<file path="src/rtl/fetch_queue_if.sv">
// fetch_queue_if: bundles the instruction-memory request/response port, the decode-side
// valid/ready output and the redirect input of the fetch queue.
//   master : fetch queue side (drives ireq_* and out_*)
//   slave  : environment side (memory, decode, redirect source)
interface fetch_queue_if;
  logic        ireq_valid;
  logic [31:0] ireq_addr;
  logic        ireq_ready;
  logic        iresp_valid;
  logic [31:0] iresp_data;
  logic        out_valid;
  logic [31:0] out_instr;
  logic [31:0] out_pcplus4;
  logic        out_adel;
  logic        out_ready;
  logic        redirect_valid;
  logic [31:0] redirect_pc;

  modport master (
    output ireq_valid, ireq_addr, out_valid, out_instr, out_pcplus4, out_adel,
    input  ireq_ready, iresp_valid, iresp_data, out_ready, redirect_valid, redirect_pc
  );

  modport slave (
    input  ireq_valid, ireq_addr, out_valid, out_instr, out_pcplus4, out_adel,
    output ireq_ready, iresp_valid, iresp_data, out_ready, redirect_valid, redirect_pc
  );
endinterface

</file>
<file path="src/rtl/fetch_queue.sv">
// fetch_queue: generates fetch PCs, issues single-word instruction reads (one outstanding),
// buffers returned words and presents {raw_instr, pcplus4, adel} to decode in program order.
// Ports:
//   clk    - clock
//   resetn - asynchronous active-low reset
//   bus    - fetch_queue_if.master: ireq_* (memory request), iresp_* (memory response),
//            out_* / out_ready (decode handshake), redirect_* (flush and restart)
// Build option: define FETCH_BYPASS_EN to forward a response straight to out_* when the
// queue is empty (consumed without a write if out_ready is high).
module fetch_queue #(
  parameter int unsigned DEPTH    = 4,
  parameter logic [31:0] PC_RESET = 32'hbfc0_0000
) (
  input logic clk,
  input logic resetn,
  fetch_queue_if.master bus
);

  localparam int unsigned PW = $clog2(DEPTH);

  typedef enum logic [0:0] {StIdle, StWait} state_e;

  state_e      r_state, w_state_next;
  logic [31:0] r_pc, w_pc_next;
  logic        r_drop, w_drop_next;
  logic        r_adel_done, w_adel_done_next;

  logic [31:0] r_instr [DEPTH];
  logic [31:0] r_pcp4  [DEPTH];
  logic        r_adel  [DEPTH];
  logic [PW-1:0] r_wptr, r_rptr;
  logic [PW:0]   r_count;

  logic        w_full, w_head_valid, w_aligned, w_redirect;
  logic        w_req, w_issue, w_resp, w_bypass, w_deq;
  logic        w_enq_resp, w_enq_adel, w_enq;
  logic [31:0] w_pc_plus4, w_enq_instr;

  assign w_redirect   = bus.redirect_valid;
  assign w_full       = (r_count == (PW+1)'(DEPTH));
  assign w_head_valid = (r_count != '0);
  assign w_aligned    = (r_pc[1:0] == 2'b00);
  assign w_pc_plus4   = r_pc + 32'd4;

  // resetn gating keeps the request low while reset is asserted.
  assign w_req   = resetn && (r_state == StIdle) && w_aligned && !w_full && !w_redirect;
  assign w_issue = w_req && bus.ireq_ready;
  assign w_resp  = (r_state == StWait) && bus.iresp_valid;

`ifdef FETCH_BYPASS_EN
  assign w_bypass = !w_head_valid && w_resp && !r_drop && !w_redirect;
`else
  assign w_bypass = 1'b0;
`endif

  assign w_deq      = w_head_valid && bus.out_ready && !w_redirect;
  assign w_enq_resp = w_resp && !r_drop && !w_redirect && !(w_bypass && bus.out_ready);
  // A misaligned PC produces a single address-error entry, then fetch waits for a redirect.
  assign w_enq_adel = (r_state == StIdle) && !w_aligned && !r_adel_done && !w_redirect;
  assign w_enq      = (w_enq_resp || w_enq_adel) && !w_full;
  assign w_enq_instr = w_enq_adel ? 32'h0 : bus.iresp_data;

  assign bus.ireq_valid  = w_req;
  assign bus.ireq_addr   = r_pc;
  assign bus.out_valid   = w_head_valid || w_bypass;
  assign bus.out_instr   = w_bypass ? bus.iresp_data : r_instr[r_rptr];
  assign bus.out_pcplus4 = w_bypass ? w_pc_plus4     : r_pcp4[r_rptr];
  assign bus.out_adel    = w_bypass ? 1'b0           : r_adel[r_rptr];

  always_comb begin
    w_state_next     = r_state;
    w_pc_next        = r_pc;
    w_drop_next      = r_drop;
    w_adel_done_next = r_adel_done;
    if (w_redirect) begin
      w_pc_next        = bus.redirect_pc;
      w_adel_done_next = 1'b0;
      // A response arriving in the redirect cycle is the pending one; it is simply void.
      if ((r_state == StWait) && !bus.iresp_valid) begin
        w_state_next = StWait;
        w_drop_next  = 1'b1;
      end else begin
        w_state_next = StIdle;
        w_drop_next  = 1'b0;
      end
    end else begin
      unique case (r_state)
        StIdle: begin
          if (w_issue) w_state_next = StWait;
          if (w_enq_adel && !w_full) w_adel_done_next = 1'b1;
        end
        StWait: begin
          if (bus.iresp_valid) begin
            w_state_next = StIdle;
            if (r_drop) w_drop_next = 1'b0;
            else        w_pc_next   = w_pc_plus4;
          end
        end
        default: w_state_next = StIdle;
      endcase
    end
  end

  always_ff @(posedge clk or negedge resetn) begin
    if (!resetn) begin
      r_state     <= StIdle;
      r_pc        <= PC_RESET;
      r_drop      <= 1'b0;
      r_adel_done <= 1'b0;
      r_wptr      <= '0;
      r_rptr      <= '0;
      r_count     <= '0;
    end else begin
      r_state     <= w_state_next;
      r_pc        <= w_pc_next;
      r_drop      <= w_drop_next;
      r_adel_done <= w_adel_done_next;
      if (w_redirect) begin
        r_wptr  <= '0;
        r_rptr  <= '0;
        r_count <= '0;
      end else begin
        if (w_enq) r_wptr <= r_wptr + 1'b1;
        if (w_deq) r_rptr <= r_rptr + 1'b1;
        if (w_enq && !w_deq)      r_count <= r_count + 1'b1;
        else if (!w_enq && w_deq) r_count <= r_count - 1'b1;
      end
    end
  end

  always_ff @(posedge clk or negedge resetn) begin
    if (!resetn) begin
      for (int i = 0; i < DEPTH; i++) begin
        r_instr[i] <= '0;
        r_pcp4[i]  <= '0;
        r_adel[i]  <= 1'b0;
      end
    end else if (w_enq) begin
      r_instr[r_wptr] <= w_enq_instr;
      r_pcp4[r_wptr]  <= w_pc_plus4;
      r_adel[r_wptr]  <= w_enq_adel;
    end
  end

endmodule

</file>
<file path="src/flat_wrapper.sv">
// flat-port wrapper written by rule: the top's interface ports become plain ports
module fetch_queue_flat 
#(
  parameter int unsigned DEPTH    = 4,
  parameter logic [31:0] PC_RESET = 32'hbfc0_0000
)
  (clk, resetn, bus_ireq_valid, bus_ireq_addr, bus_out_valid, bus_out_instr, bus_out_pcplus4, bus_out_adel, bus_ireq_ready, bus_iresp_valid, bus_iresp_data, bus_out_ready, bus_redirect_valid, bus_redirect_pc);
  fetch_queue_if bus_i ();
  input logic clk;
  input logic resetn;
  output wire logic [$bits(bus_i.ireq_valid)-1:0] bus_ireq_valid;
  output wire logic [$bits(bus_i.ireq_addr)-1:0] bus_ireq_addr;
  output wire logic [$bits(bus_i.out_valid)-1:0] bus_out_valid;
  output wire logic [$bits(bus_i.out_instr)-1:0] bus_out_instr;
  output wire logic [$bits(bus_i.out_pcplus4)-1:0] bus_out_pcplus4;
  output wire logic [$bits(bus_i.out_adel)-1:0] bus_out_adel;
  input wire logic [$bits(bus_i.ireq_ready)-1:0] bus_ireq_ready;
  input wire logic [$bits(bus_i.iresp_valid)-1:0] bus_iresp_valid;
  input wire logic [$bits(bus_i.iresp_data)-1:0] bus_iresp_data;
  input wire logic [$bits(bus_i.out_ready)-1:0] bus_out_ready;
  input wire logic [$bits(bus_i.redirect_valid)-1:0] bus_redirect_valid;
  input wire logic [$bits(bus_i.redirect_pc)-1:0] bus_redirect_pc;
  assign bus_ireq_valid = bus_i.ireq_valid;
  assign bus_ireq_addr = bus_i.ireq_addr;
  assign bus_out_valid = bus_i.out_valid;
  assign bus_out_instr = bus_i.out_instr;
  assign bus_out_pcplus4 = bus_i.out_pcplus4;
  assign bus_out_adel = bus_i.out_adel;
  assign bus_i.ireq_ready = bus_ireq_ready;
  assign bus_i.iresp_valid = bus_iresp_valid;
  assign bus_i.iresp_data = bus_iresp_data;
  assign bus_i.out_ready = bus_out_ready;
  assign bus_i.redirect_valid = bus_redirect_valid;
  assign bus_i.redirect_pc = bus_redirect_pc;
  fetch_queue #(.DEPTH(DEPTH), .PC_RESET(PC_RESET)) u_core (.clk(clk), .resetn(resetn), .bus(bus_i));
endmodule
</file>
<file path="config.mk">
export PLATFORM = sky130hd
export DESIGN_NAME = fetch_queue_flat
export DESIGN_NICKNAME = d
export VERILOG_FILES = /design/src/rtl/fetch_queue_if.sv /design/src/rtl/fetch_queue.sv /design/src/flat_wrapper.sv
export SDC_FILE = /design/constraint.sdc
export NUM_CORES = 1
export LEC_CHECK = 0
export CORE_MARGIN = 10
export CORE_UTILIZATION = 35
export CTS_CLUSTER_SIZE = 28
export DETAILED_ROUTE_END_ITERATION = 8
export SLEW_MARGIN = 10
export SYNTH_ARGS = -nofsm -noshare
export SYNTH_HDL_FRONTEND = slang
export SYNTH_SLANG_ARGS = --single-unit
export TNS_END_PERCENT = 20
</file>
<file path="constraint.sdc">
create_clock -name clk -period 2.51 [get_ports clk]
set_input_delay 0.251 -clock clk [delete_from_list [all_inputs] [get_ports clk]]
set_output_delay 0.251 -clock clk [all_outputs]
set_load 0.03 [all_outputs]
</file>
==> results.tsv <==
stage	metric	value	unit
cts	clk_latency	0.53	ns
critical_path	slowest_delay	0.52	ns
cts	clockBufferDepth	3	
cts	cts_sinks	302	
critical_path	cp.buffers_inverters	2	
synth	synth_area	14300	µm²
detailed_routing	dr.pass1.iters	4	
die	die-width	222	µm
sta	rsz0062_at_grt	true	
cts	clk_pin_slew	0.06	ns
sta	skew	0.0376	ns
cts	cts_tree	built	
die	ioPinCount	169	
hold_path	whs_path_depth	3	
critical_path	path_depth	3	
final_layout	syn2layout_area_growth	24.6	%
detailed_routing	routed_wl	36.2	mm
run	max_cap_violations	0	
sta	fin_crit	2.43	ns
hold_path	min_path_type	primary input to flop	
cts	root_buffer	clkbuf_16	
synth	synth_fp_nets	1203	
cts	cts_buffers	37	
final_layout	final_cells	1860	
die	rows	74	
status	outcome	finished, final reports clean	
pwr	leakagePower	7.56	nW
die	start_util	35.3	%
sta	worst_pin_slew	0.871	ns
global_routing	overflow	0	
sta	maxSlewHeadroom	41.9	%
critical_path	slowest_stage	dfrtp_4	
global_routing	antenna_found_initial	1	
critical_path	worstSetupStartpoint	u_core.r_rptr[0]$_DFFE_PN0P_	
global_routing	grt_pass1_wl	58.0	mm
detailed_routing	vias_per_cell	4.98	
critical_path	r2r_end	u_core.r_count[2]$_DFFE_PN0P_	
die	design.die.area	49500	µm²
synth	synth_top_cell_by_area	dfrtp_1	
detailed_routing	ant_nets	0	
final_layout	postLayoutCoreUtil	44.0	%
synth	ys.flop_type	dfrtp_1	
die	die_y	222	µm
critical_path	critPathKind	flop to output port	
critical_path	r2r_start	u_core.bus.ireq_addr[1]$_DFFE_PN0P_	
detailed_routing	wire_per_inst	19.5	µm
pwr	vdd_drop_max	683	µV
detailed_routing	vias	9260	
final_layout	post_route_cells_drive_above_1_share	28.2	%
placement	post-dp-hpwl	23.4	mm
sta	final_hold_viol_count	0	
pwr	finalPower	21.2	mW
synth	ys_async_sr_fraction	100	%
sta	timing.final.crit_share	96.8	%
synth	synth-warning-count	0	
synth	synth.top_cells.by_count	dfrtp_1, nor2_1, mux2_2, a21oi_1, mux4_2	
critical_path	cp_cell_sequence	buf_16, mux4_2, dlygate4sd2_1	
critical_path	ff2ff_path_depth	8	
final_layout	nets	1377	
synth	synth_top_area_share	51.1	%
critical_path	end_kind	output port	
critical_path	crit_fanout	15	
detailed_routing	drc	0	
sta	fmax	0.411	GHz
critical_path	r2r_slack	0.21	ns
synth	ys_types	56	
critical_path	endpoint	bus_out_pcplus4[22]	
global_routing	grt_start_max_net_pins	154	
synth	synth_seq_cells	302	
critical_path	crit_family	buffers and inverters	
detailed_routing	drt_iter0_markers	545	
synth	seq_area_frac_synth	52.8	%
synth	synth_most_common_cell	dfrtp_1	
sta	setup-violations-final	0	
placement	gp_congestion	0.756	
synth	synthCells	1127	
synth	syn_area_per_cell	12.7	µm²
critical_path	crit_required	2.26	ns
sta	fin_setup_tns	0	ns
critical_path	start_kind	flop	
critical_path	cp.arrival	2.18	ns
die	core	40600	µm²
pwr	power.density	1190	nW/µm²
sta	finalMaxSlewViolations	0	
cts	htreeDepth	2	
global_routing	grt_pass1_vias	10000	
synth	synthTopCellsByArea	dfrtp_1, mux4_2, mux2_2, a21oi_1, nor2_1	
synth	synth-edff-count	0	
placement	io_buffers	168	
placement	post-place-cells	1790	
global_routing	track_usage	14.5	%
## tightest hold or removal path, stage by stage
cell and delay [ns]:
buf_2 0.12, buf_4 0.19, nor2_1 0.06
## stage by stage
stage / hold slack, ns / worst slack, ns / area [µm²]
3_5_place_dp: 0.475 / 0.127 / 16600
4_1_cts: 0.117 / -0.0352 / 17800
3_3_place_gp: 0.463 / 0.113 / 16600
5_1_grt: 0.154 / -0.0278 / 17900
6_report: 0.150 / 0.0799 / 17900
2_1_floorplan: -0.0446 / 0.244 / 14300
## power breakdown
part	leakage, nW	internal [mW]	switching, mW
clock	0.592	3.21	2.04
sequential	3.83	6.57	0.937
combinational	3.14	3.95	4.50
total	7.56	13.7	7.48
## state kept, by name, summed over array words and instances (netlist names)
register / count
u_core.r_instr: 128
u_core.bus.ireq_addr: 32
u_core.r_drop: 1
u_core.r_wptr: 2
u_core.r_adel_done: 1
u_core.r_adel: 4
u_core.r_pcp4: 128
u_core.r_state: 1
u_core.r_count: 3
u_core.r_rptr: 2
## repair_timing
action                                 in CTS  in global routing
endpoints found under the hold margin     293                  0
cloned                                      0                  2
setup endpoints to repair                  46                 32
hold buffers                                1                  0
gates resized for setup                    56                 16
buffers inserted                            0                  1
## cell usage in the layout (no fill, tap or decap), types with 6 or more instances in the layout
cell type        instances
a21oi_1                113
and2_1                  34
buf_12                  16
buf_4                   46
clkbuf_1                 8
clkbuf_16               39
clkbuf_8                 6
clkdlybuf4s50_1        100
dfrtp_1                291
dfstp_2                  9
dlygate4sd2_1           31
inv_1                    6
mux2_2                 121
mux2_4                  21
mux4_2                  65
nand2_1                 56
nand3_1                 19
nand4_1                 14
nor2_1                 135
o21ai_0                 25
o21ai_1                  9
xnor2_1                 20
xor2_1                  40
## worst min path at each step
| stage | start | to |
|---|---|---|
| after detailed placement | u_core.r_pcp4[99]$_DFFE_PN0P_ | u_core.r_pcp4[99]$_DFFE_PN0P_ |
| after floorplan | resetn | u_core.bus.ireq_addr[0]$_DFFE_PN0P_ |
| after CTS | bus_redirect_valid | u_core.r_wptr[0]$_DFFE_PN0P_ |
| after global placement | u_core.r_pcp4[96]$_DFFE_PN0P_ | u_core.r_pcp4[96]$_DFFE_PN0P_ |
| after global routing | bus_redirect_valid | u_core.r_wptr[0]$_DFFE_PN0P_ |
| final | bus_redirect_valid | u_core.r_wptr[0]$_DFFE_PN0P_ |
## routing by layer
metal / track usage, % / wire length, µm / up-vias
met3: 4.48 / 2400 / 43
met4: 3.12 / 468 / 2
li1: - / - / 4344
met1: 19.2 / 16700 / 4683
met5: 0 / 13 / -
met2: 23.0 / 16600 / 188
## final cells by class
type                    instances  area [µm²]
diodes                          2        5.00
clock buffers                  51        1040
clock inverters                13         159
fillers                      3748       22800
inverters                       6        22.5
multi-input cells             739        6200
flip-flops and latches        302        7580
well taps                     532         666
repair buffers                215        2200
## cell families (layout without fill, tap and decap cells)
kind of cell	Yosys count	in the layout	synth area share [%]
adder cells (fa/ha/maj)	6	6	0.576
AND/OR/NAND/NOR	301	301	10.6
XOR/XNOR	60	60	3.66
buffers and inverters	86	285	4.20
multiplexers	212	212	22.3
flip-flops	302	302	52.8
other	0	2	0
AO/OA/AOI/OAI	160	160	5.95
(Power assumes the default switching activity.)
